File: src/rtl/ddr_arb_pkg.sv
// ddr_arb_pkg: shared types and round-robin pick for the DDR user-port arbiter
package ddr_arb_pkg;
  localparam int MAX_REQ = 8;
  typedef enum logic {ARB, ISSUE} arb_state_t;
  typedef logic [$clog2(MAX_REQ)-1:0] req_id_t;
  // First set bit scanning from last+1 wraps at n; scanning backwards lets the earliest hit win.
  function automatic req_id_t rr_pick(input logic [MAX_REQ-1:0] eligible, input req_id_t last, input int n);
    req_id_t w;
    req_id_t idx;
    w = last;
    for (int k = n; k >= 1; k--) begin
      idx = req_id_t'((int'(last) + k) % n);
      if (eligible[idx]) w = idx;
    end
    return w;
  endfunction
endpackage

File: src/rtl/ddr_arb_if.sv
// ddr_arb_if: requester-side and controller-side signals of the DDR port arbiter
interface ddr_arb_if #(
  parameter int N_REQ = 4,
  parameter int ADDR_WIDTH = 26,
  parameter int DATA_WIDTH = 128
);
  logic [N_REQ-1:0] req_valid, req_we, req_ready, rsp_valid;
  logic [N_REQ*ADDR_WIDTH-1:0] req_addr;
  logic [N_REQ*DATA_WIDTH-1:0] req_wdata;
  logic [DATA_WIDTH-1:0] rsp_data, mem_wr_data, mem_rd_data;
  logic [ADDR_WIDTH-1:0] mem_wr_addr, mem_rd_addr;
  logic mem_wr_en, mem_rd_en, mem_wr_busy, mem_rd_busy, mem_rd_valid, err_orphan;
  modport slave (
    input req_valid, req_we, req_addr, req_wdata, mem_wr_busy, mem_rd_busy, mem_rd_data, mem_rd_valid,
    output req_ready, rsp_valid, rsp_data, mem_wr_en, mem_wr_addr, mem_wr_data, mem_rd_en, mem_rd_addr, err_orphan
  );
  modport master (
    output req_valid, req_we, req_addr, req_wdata, mem_wr_busy, mem_rd_busy, mem_rd_data, mem_rd_valid,
    input req_ready, rsp_valid, rsp_data, mem_wr_en, mem_wr_addr, mem_wr_data, mem_rd_en, mem_rd_addr, err_orphan
  );
endinterface

File: src/rtl/ddr_arb_tag_fifo.sv
// ddr_arb_tag_fifo: in-order FIFO of requester ids for outstanding reads
module ddr_arb_tag_fifo
  import ddr_arb_pkg::*;
#(
  parameter int DEPTH = 16
) (
  input  logic    clk,
  input  logic    rst,
  input  logic    push,
  input  logic    pop,
  input  req_id_t din,
  output req_id_t dout,
  output logic    full,
  output logic    empty
);
  localparam int PW = $clog2(DEPTH);
  req_id_t mem [DEPTH];
  logic [PW-1:0] wp, rp;
  logic [PW:0] cnt;
  logic do_push, do_pop;
  assign full = cnt == (PW+1)'(DEPTH);
  assign empty = cnt == '0;
  assign do_push = push && (!full || pop);
  assign do_pop = pop && !empty;
  assign dout = mem[rp];
  always_ff @(posedge clk) if (do_push) mem[wp] <= din;
  always_ff @(posedge clk or posedge rst) begin
    if (rst) begin
      wp <= '0;
      rp <= '0;
      cnt <= '0;
    end else begin
      wp <= wp + PW'(do_push);
      rp <= rp + PW'(do_pop);
      cnt <= cnt + (PW+1)'(do_push) - (PW+1)'(do_pop);
    end
  end
endmodule

File: src/rtl/ddr_port_arbiter.sv
// ddr_port_arbiter: round-robin sharing of the MIG user port with in-order read routing.
// Optional per-requester statistics under DDR_ARB_STATS_EN.
module ddr_port_arbiter
  import ddr_arb_pkg::*;
#(
  parameter int N_REQ = 4,
  parameter int ADDR_WIDTH = 26,
  parameter int DATA_WIDTH = 128,
  parameter int TAG_DEPTH = 16
) (
  input logic clk,
  input logic rst,
  ddr_arb_if.slave bus
`ifdef DDR_ARB_STATS_EN
  ,
  output logic [N_REQ*32-1:0] stat_wr_cnt,
  output logic [N_REQ*32-1:0] stat_rd_cnt
`endif
);
  localparam int IW = $clog2(N_REQ);
  arb_state_t state, state_n;
  req_id_t last, win, h_id, head;
  logic [IW-1:0] sel;
  logic [N_REQ-1:0] elig;
  logic grant, accept, tag_full, tag_empty, h_we;
  logic [ADDR_WIDTH-1:0] h_addr;
  logic [DATA_WIDTH-1:0] h_wdata;
  logic [ADDR_WIDTH-1:0] addr_a [N_REQ];
  logic [DATA_WIDTH-1:0] data_a [N_REQ];
  for (genvar i = 0; i < N_REQ; i++) begin : g_unpack
    assign addr_a[i] = bus.req_addr[i*ADDR_WIDTH +: ADDR_WIDTH];
    assign data_a[i] = bus.req_wdata[i*DATA_WIDTH +: DATA_WIDTH];
  end
  // A full tag FIFO blocks reads only; writes never return data.
  assign elig = bus.req_valid & (bus.req_we | {N_REQ{!tag_full}});
  assign win = rr_pick(MAX_REQ'(elig), last, N_REQ);
  assign sel = IW'(win);
  assign grant = state == ARB && |elig;
  assign bus.req_ready = grant ? N_REQ'(1) << sel : '0;
  assign bus.mem_wr_en = state == ISSUE && h_we && !bus.mem_wr_busy;
  assign bus.mem_rd_en = state == ISSUE && !h_we && !bus.mem_rd_busy;
  assign bus.mem_wr_addr = h_addr;
  assign bus.mem_rd_addr = h_addr;
  assign bus.mem_wr_data = h_wdata;
  assign accept = bus.mem_wr_en || bus.mem_rd_en;
  assign bus.rsp_valid = (bus.mem_rd_valid && !tag_empty) ? N_REQ'(1) << IW'(head) : '0;
  assign bus.rsp_data = bus.mem_rd_data;
  always_comb begin
    state_n = state;
    if (state == ARB && grant) state_n = ISSUE;
    if (state == ISSUE && accept) state_n = ARB;
  end
  always_ff @(posedge clk or posedge rst) begin
    if (rst) state <= ARB;
    else state <= state_n;
  end
  always_ff @(posedge clk or posedge rst) begin
    if (rst) begin
      last <= req_id_t'(N_REQ - 1);
      h_we <= 1'b0;
      h_addr <= '0;
      h_wdata <= '0;
      h_id <= '0;
    end else if (grant) begin
      last <= win;
      h_we <= bus.req_we[sel];
      h_addr <= addr_a[sel];
      h_wdata <= data_a[sel];
      h_id <= win;
    end
  end
  always_ff @(posedge clk or posedge rst) begin
    if (rst) bus.err_orphan <= 1'b0;
    else if (bus.mem_rd_valid && tag_empty) bus.err_orphan <= 1'b1;
  end
  ddr_arb_tag_fifo #(.DEPTH(TAG_DEPTH)) u_tags (
    .clk(clk),
    .rst(rst),
    .push(bus.mem_rd_en),
    .pop(bus.mem_rd_valid),
    .din(h_id),
    .dout(head),
    .full(tag_full),
    .empty(tag_empty)
  );
`ifdef DDR_ARB_STATS_EN
  logic [31:0] wr_cnt [N_REQ];
  logic [31:0] rd_cnt [N_REQ];
  logic [IW-1:0] h_sel;
  assign h_sel = IW'(h_id);
  always_ff @(posedge clk or posedge rst) begin
    if (rst) begin
      for (int i = 0; i < N_REQ; i++) begin
        wr_cnt[i] <= '0;
        rd_cnt[i] <= '0;
      end
    end else begin
      if (bus.mem_wr_en && wr_cnt[h_sel] != '1) wr_cnt[h_sel] <= wr_cnt[h_sel] + 32'd1;
      if (bus.mem_rd_en && rd_cnt[h_sel] != '1) rd_cnt[h_sel] <= rd_cnt[h_sel] + 32'd1;
    end
  end
  for (genvar i = 0; i < N_REQ; i++) begin : g_stat
    assign stat_wr_cnt[i*32 +: 32] = wr_cnt[i];
    assign stat_rd_cnt[i*32 +: 32] = rd_cnt[i];
  end
`endif
endmodule
File: src/flat_wrapper.sv
// flat-port wrapper written by rule: the top's interface ports become plain ports
module ddr_port_arbiter_flat import ddr_arb_pkg::*;
#(
  parameter int N_REQ = 4,
  parameter int ADDR_WIDTH = 26,
  parameter int DATA_WIDTH = 128,
  parameter int TAG_DEPTH = 16
)
  (clk, rst, bus_req_valid, bus_req_we, bus_req_addr, bus_req_wdata, bus_mem_wr_busy, bus_mem_rd_busy, bus_mem_rd_data, bus_mem_rd_valid, bus_req_ready, bus_rsp_valid, bus_rsp_data, bus_mem_wr_en, bus_mem_wr_addr, bus_mem_wr_data, bus_mem_rd_en, bus_mem_rd_addr, bus_err_orphan);
  ddr_arb_if #(.N_REQ(N_REQ), .ADDR_WIDTH(ADDR_WIDTH), .DATA_WIDTH(DATA_WIDTH)) bus_i ();
  input logic clk;
  input logic rst;
  input wire logic [$bits(bus_i.req_valid)-1:0] bus_req_valid;
  input wire logic [$bits(bus_i.req_we)-1:0] bus_req_we;
  input wire logic [$bits(bus_i.req_addr)-1:0] bus_req_addr;
  input wire logic [$bits(bus_i.req_wdata)-1:0] bus_req_wdata;
  input wire logic [$bits(bus_i.mem_wr_busy)-1:0] bus_mem_wr_busy;
  input wire logic [$bits(bus_i.mem_rd_busy)-1:0] bus_mem_rd_busy;
  input wire logic [$bits(bus_i.mem_rd_data)-1:0] bus_mem_rd_data;
  input wire logic [$bits(bus_i.mem_rd_valid)-1:0] bus_mem_rd_valid;
  output wire logic [$bits(bus_i.req_ready)-1:0] bus_req_ready;
  output wire logic [$bits(bus_i.rsp_valid)-1:0] bus_rsp_valid;
  output wire logic [$bits(bus_i.rsp_data)-1:0] bus_rsp_data;
  output wire logic [$bits(bus_i.mem_wr_en)-1:0] bus_mem_wr_en;
  output wire logic [$bits(bus_i.mem_wr_addr)-1:0] bus_mem_wr_addr;
  output wire logic [$bits(bus_i.mem_wr_data)-1:0] bus_mem_wr_data;
  output wire logic [$bits(bus_i.mem_rd_en)-1:0] bus_mem_rd_en;
  output wire logic [$bits(bus_i.mem_rd_addr)-1:0] bus_mem_rd_addr;
  output wire logic [$bits(bus_i.err_orphan)-1:0] bus_err_orphan;
  assign bus_i.req_valid = bus_req_valid;
  assign bus_i.req_we = bus_req_we;
  assign bus_i.req_addr = bus_req_addr;
  assign bus_i.req_wdata = bus_req_wdata;
  assign bus_i.mem_wr_busy = bus_mem_wr_busy;
  assign bus_i.mem_rd_busy = bus_mem_rd_busy;
  assign bus_i.mem_rd_data = bus_mem_rd_data;
  assign bus_i.mem_rd_valid = bus_mem_rd_valid;
  assign bus_req_ready = bus_i.req_ready;
  assign bus_rsp_valid = bus_i.rsp_valid;
  assign bus_rsp_data = bus_i.rsp_data;
  assign bus_mem_wr_en = bus_i.mem_wr_en;
  assign bus_mem_wr_addr = bus_i.mem_wr_addr;
  assign bus_mem_wr_data = bus_i.mem_wr_data;
  assign bus_mem_rd_en = bus_i.mem_rd_en;
  assign bus_mem_rd_addr = bus_i.mem_rd_addr;
  assign bus_err_orphan = bus_i.err_orphan;
  ddr_port_arbiter #(.N_REQ(N_REQ), .ADDR_WIDTH(ADDR_WIDTH), .DATA_WIDTH(DATA_WIDTH), .TAG_DEPTH(TAG_DEPTH)) u_core (.clk(clk), .rst(rst), .bus(bus_i));
endmodule
File: config.mk
export PLATFORM = sky130hd
export DESIGN_NAME = ddr_port_arbiter_flat
export DESIGN_NICKNAME = d
export VERILOG_FILES = /design/src/rtl/ddr_arb_pkg.sv /design/src/rtl/ddr_arb_if.sv /design/src/rtl/ddr_arb_tag_fifo.sv /design/src/rtl/ddr_port_arbiter.sv /design/src/flat_wrapper.sv
export SDC_FILE = /design/constraint.sdc
export NUM_CORES = 1
export LEC_CHECK = 0
export ABC_AREA = 1
export CAP_MARGIN = 20
export CORE_AREA = 5 5 412 414
export DETAILED_ROUTE_END_ITERATION = 6
export DIE_AREA = 0 0 417 419
export HOLD_SLACK_MARGIN = 0.03
export PLACE_DENSITY_LB_ADDON = 0.05
export SLEW_MARGIN = 0
export SYNTH_ARGS = -nofsm -noshare
export SYNTH_HDL_FRONTEND = slang
export SYNTH_SLANG_ARGS = --single-unit
File: constraint.sdc
create_clock -name clk -period 11.5 [get_ports clk]
set_input_delay 1.725 -clock clk [delete_from_list [all_inputs] [get_ports clk]]
set_output_delay 1.725 -clock clk [all_outputs]
set_load 0.005 [all_outputs]
==> results.ini <==
[grt]
grt_pass1_wl_um = 173000
globalRouteTotalUtil = 0.143
grt_remaining_overflow = 0
antenna_found_initial = 38
grt_max_degree = 129
grt_pass1_vias = 20000

[status]
status = finished, final reports clean

[timing]
fin_crit_sh = 0.658
rsz0062_at_grt = no
drv_slew = 0
finalSetupViolations = 0
max_slew_margin = 0.258
setup_tns_ns = 0
fin_crit_ns = 7.56
worst_slack_ns = 3.94
max_slew.worst_pin.slew_ns = 1.11
hold_violations = 0
finalClockSkew_ns = 0.0286
fmax_mhz = 132

[drt]
vias = 18500
drt-total-wl_um = 130000
via_per_inst = 3.42
wire_per_inst_um = 24.0
ant_nets = 0
first_pass_iters = 5
route.detailed.drc = 0
drtIter0Drc = 943

[clock_tree]
post_cts_buffers = 0
clk_pin_slew_worst_paths_ns = 0.05
post_cts_resized = 0
cts_buffers = 39
clock-sinks = 206
clk_latency_ns = 0.58
cts_root_buf = clkbuf_16
cts.hold.buffers_added = 0
clockBufferDepth = 3
tritoncts = done
h-tree-depth = 2

[placed_design]
placed_cell_area_um2 = 26100
gp_congestion = 0.760
place_ws_ns = 3.72
dpl.hpwl_um = 99900
port_buffers = 819

[finish]
fill_cells = 19200
area_delta_synth_final_pct = 58.1
multi_input_area_um2 = 9310
register_area_um2 = 5320
fin_nets = 3934
drive_above_1_share = 0.0955
post-route-cell-area_um2 = 27400

[setup_path]
worstSetupPathType = input pin to output port
path_buf_inv = 6
startpoint_type = input pin
cp_max_fo = 72
critPathLaunch = bus_req_we[3]
cp_top_family = simple AND/OR/NAND/NOR gates
max_stage_delay_ns = 0.53
crit_top_cell = nand2_1
reg2reg_from = u_core.last[0]$_DFFE_PP1P_
worstPathCellList = clkdlybuf4s50_1 > inv_1 > nand4_1 > nand3_1 > nand2_1 > nand2_2 > nand2_1 > inv_2 > nand2_2 > nand2_8 > nand2_8 > inv_2 > buf_4 > nand2_1 > nor2_1 > clkdlybuf4s50_1
arrival_ns = 5.84
end_kind = output port
cp_slowest_cell = clkdlybuf4s50_1
cp.required_ns = 9.78

[floorplan]
num_io_pins = 1076
start_util = 0.104
die_area_um2 = 175000
rows = 150
die_w_um = 417
die_y_um = 419
fp.coreArea_um2 = 166000

[hold_path]
hp-class = flop to flop
min_from = u_core.bus.mem_wr_data[46]$_DFFE_PP0P_

[synth]
yosysWarnings = 0
synth.top_cell.area_share = 0.329
syn_inst = 2607
synth_area_per_cell_um2 = 6.65
ys_types = 34
synth.area.top_cells = nand2_1 (33%), dfrtp_1 (25%), nand3_2 (12%), buf_4 (7.1%), edfxtp_1 (5.5%)
synthMostInstantiatedCell = nand2_1
synthArstFlopShare = 0.845
synth-main-ff-cell = dfrtp_1
ys_seq_elements = 206
ys_top_cells_by_count = nand2_1 (1,520), nand3_2 (201), dfrtp_1 (172), buf_4 (164), nand3_1 (160)
synth_top_area_cell = nand2_1
ys_seq_area_frac = 0.307
netlist_area_um2 = 17300
synth_nets = 3375
synth_edf_count = 32

[power_and_ir_drop]
ir_worst_vdd_v = 0.000266
power_per_cell_area_nw_per_um2 = 338
p_leak_nw = 12.8

[flow_run]
drv_cap = 0

[through the flow]
step                      std cells  hold slack [ns]  total power (W)  utilization
after floorplan                2607            0.468          0.00569            -
after global placement         5329            0.465          0.00847        0.157
after detailed placement       5329            0.465          0.00840        0.157
after CTS                      5398            0.481          0.00970        0.165
after global routing           5414            0.497           0.0103        0.165
final                          5417            0.475          0.00927        0.165
[cells by family (layout without fill, tap and decap cells)]
logic type               after synthesis  in the layout  synth area share
adder cells (fa/ha/maj)               11             11           0.00837
AND/OR/NAND/NOR                     1947           1947             0.509
buffers and inverters                396            983             0.159
other                                  0             19                 0
AO/OA/AOI/OAI                         40             40            0.0136
flip-flops                           206            206             0.307
XOR/XNOR                               7              7           0.00354
[routing by layer]
metal	track usage	part of all wire	vias up
met1	0.158	0.38	8817
met4	0.0493	0.031	8
li1	-	-	9094
met3	0.0341	0.050	168
met2	0.265	0.54	437
met5	0	0.00042	-
[final cells by class]
class                           instances  area share
Multi-Input combinational cell       2005       0.340
Timing Repair Buffer                  847       0.308
Sequential cell                       206       0.194
Tap cell                             2204       0.101
Clock buffer                           58      0.0415
Inverter                               67     0.00991
Clock inverter                         11     0.00438
Antenna cell                           19     0.00173
[registers in the layout, summed over array words and instances (netlist names)]
name and flops:
u_core.u_tags.mem 32, u_core.u_tags.rp 4, u_core.state 1, u_core.h_we 1
u_core.u_tags.cnt 5, u_core.bus.mem_wr_data 128, u_core.u_tags.wp 4, u_core.bus.mem_rd_addr 26
u_core.bus.err_orphan 1, u_core.last 2, u_core.h_id 2
[final timing paths]
check | end | slack (ns) | cells past startpoint
max in group asynchronous | u_core.bus.mem_wr_data[100]$_DFFE_PP0P_ | 8.13 | 4
worst max-delay path | bus_req_ready[2] | 3.94 | 16
worst max register to register | u_core.bus.mem_wr_data[107]$_DFFE_PP0P_ | 6.28 | 16
worst min register to register | u_core.bus.mem_wr_data[46]$_DFFE_PP0P_ | 0.48 | 2
min in group asynchronous | u_core.bus.mem_rd_addr[11]$_DFFE_PP0P_ | 1.58 | 2
worst min-delay path | u_core.bus.mem_wr_data[46]$_DFFE_PP0P_ | 0.48 | 2
[worst reg2reg max path, stage by stage, from the launching register on]
cell and delay [ns]:
dfstp_2 0.65, clkinv_1 0.40, nand3_1 0.21, nand2_1 0.11, nand2_2 0.13, nand2_1 0.08
inv_2 0.10, nand3_4 0.64, nand2_8 0.78, buf_4 0.67, buf_4 0.73, nand2_1 0.15
nand2_1 0.20, nand2_1 0.09, nand2_1 0.07, nand2_1 0.05, nand2_1 0.07
[placed cells by master, fill, tap and decap left out, types with 2 or more instances in the layout]
cell             synthesis  layout
inv_1                   63      61
o22ai_1                  6       6
clkbuf_8                 0       7
clkinv_2                 0       7
nor2_1                  50      50
clkbuf_1                37      11
buf_4                  164      25
inv_8                    0       2
o221ai_1                 2       2
dfstp_2                  2       2
nand3_2                201     200
o211ai_1                 2       2
ha_1                    10      10
xor2_1                   5       5
diode_2                  0      19
bufinv_16                0       2
nand2_1               1520    1519
edfxtp_1                32      32
dfrtp_1                172     172
a21oi_1                  4       4
inv_2                    2       2
nand3_1                160     160
clkdlybuf4s50_1          0     819
clkbuf_16                0      40
nand4_1                  6       6
inv_6                    0       2
buf_12                  23       3
o21ai_0                 23      23
xnor2_1                  2       2
nand2_8                  0       3
nand2_2                  5       4
[where the power goes]
part	total, W	internal [W]	switching [W]	leakage (nW)
clock network	0.00120	0.000727	0.000475	0.623
registers	0.00133	0.00108	0.000258	2.46
logic	0.00673	0.00211	0.00462	9.69
total	0.00927	0.00391	0.00536	12.8
(Power assumes the default switching activity.)
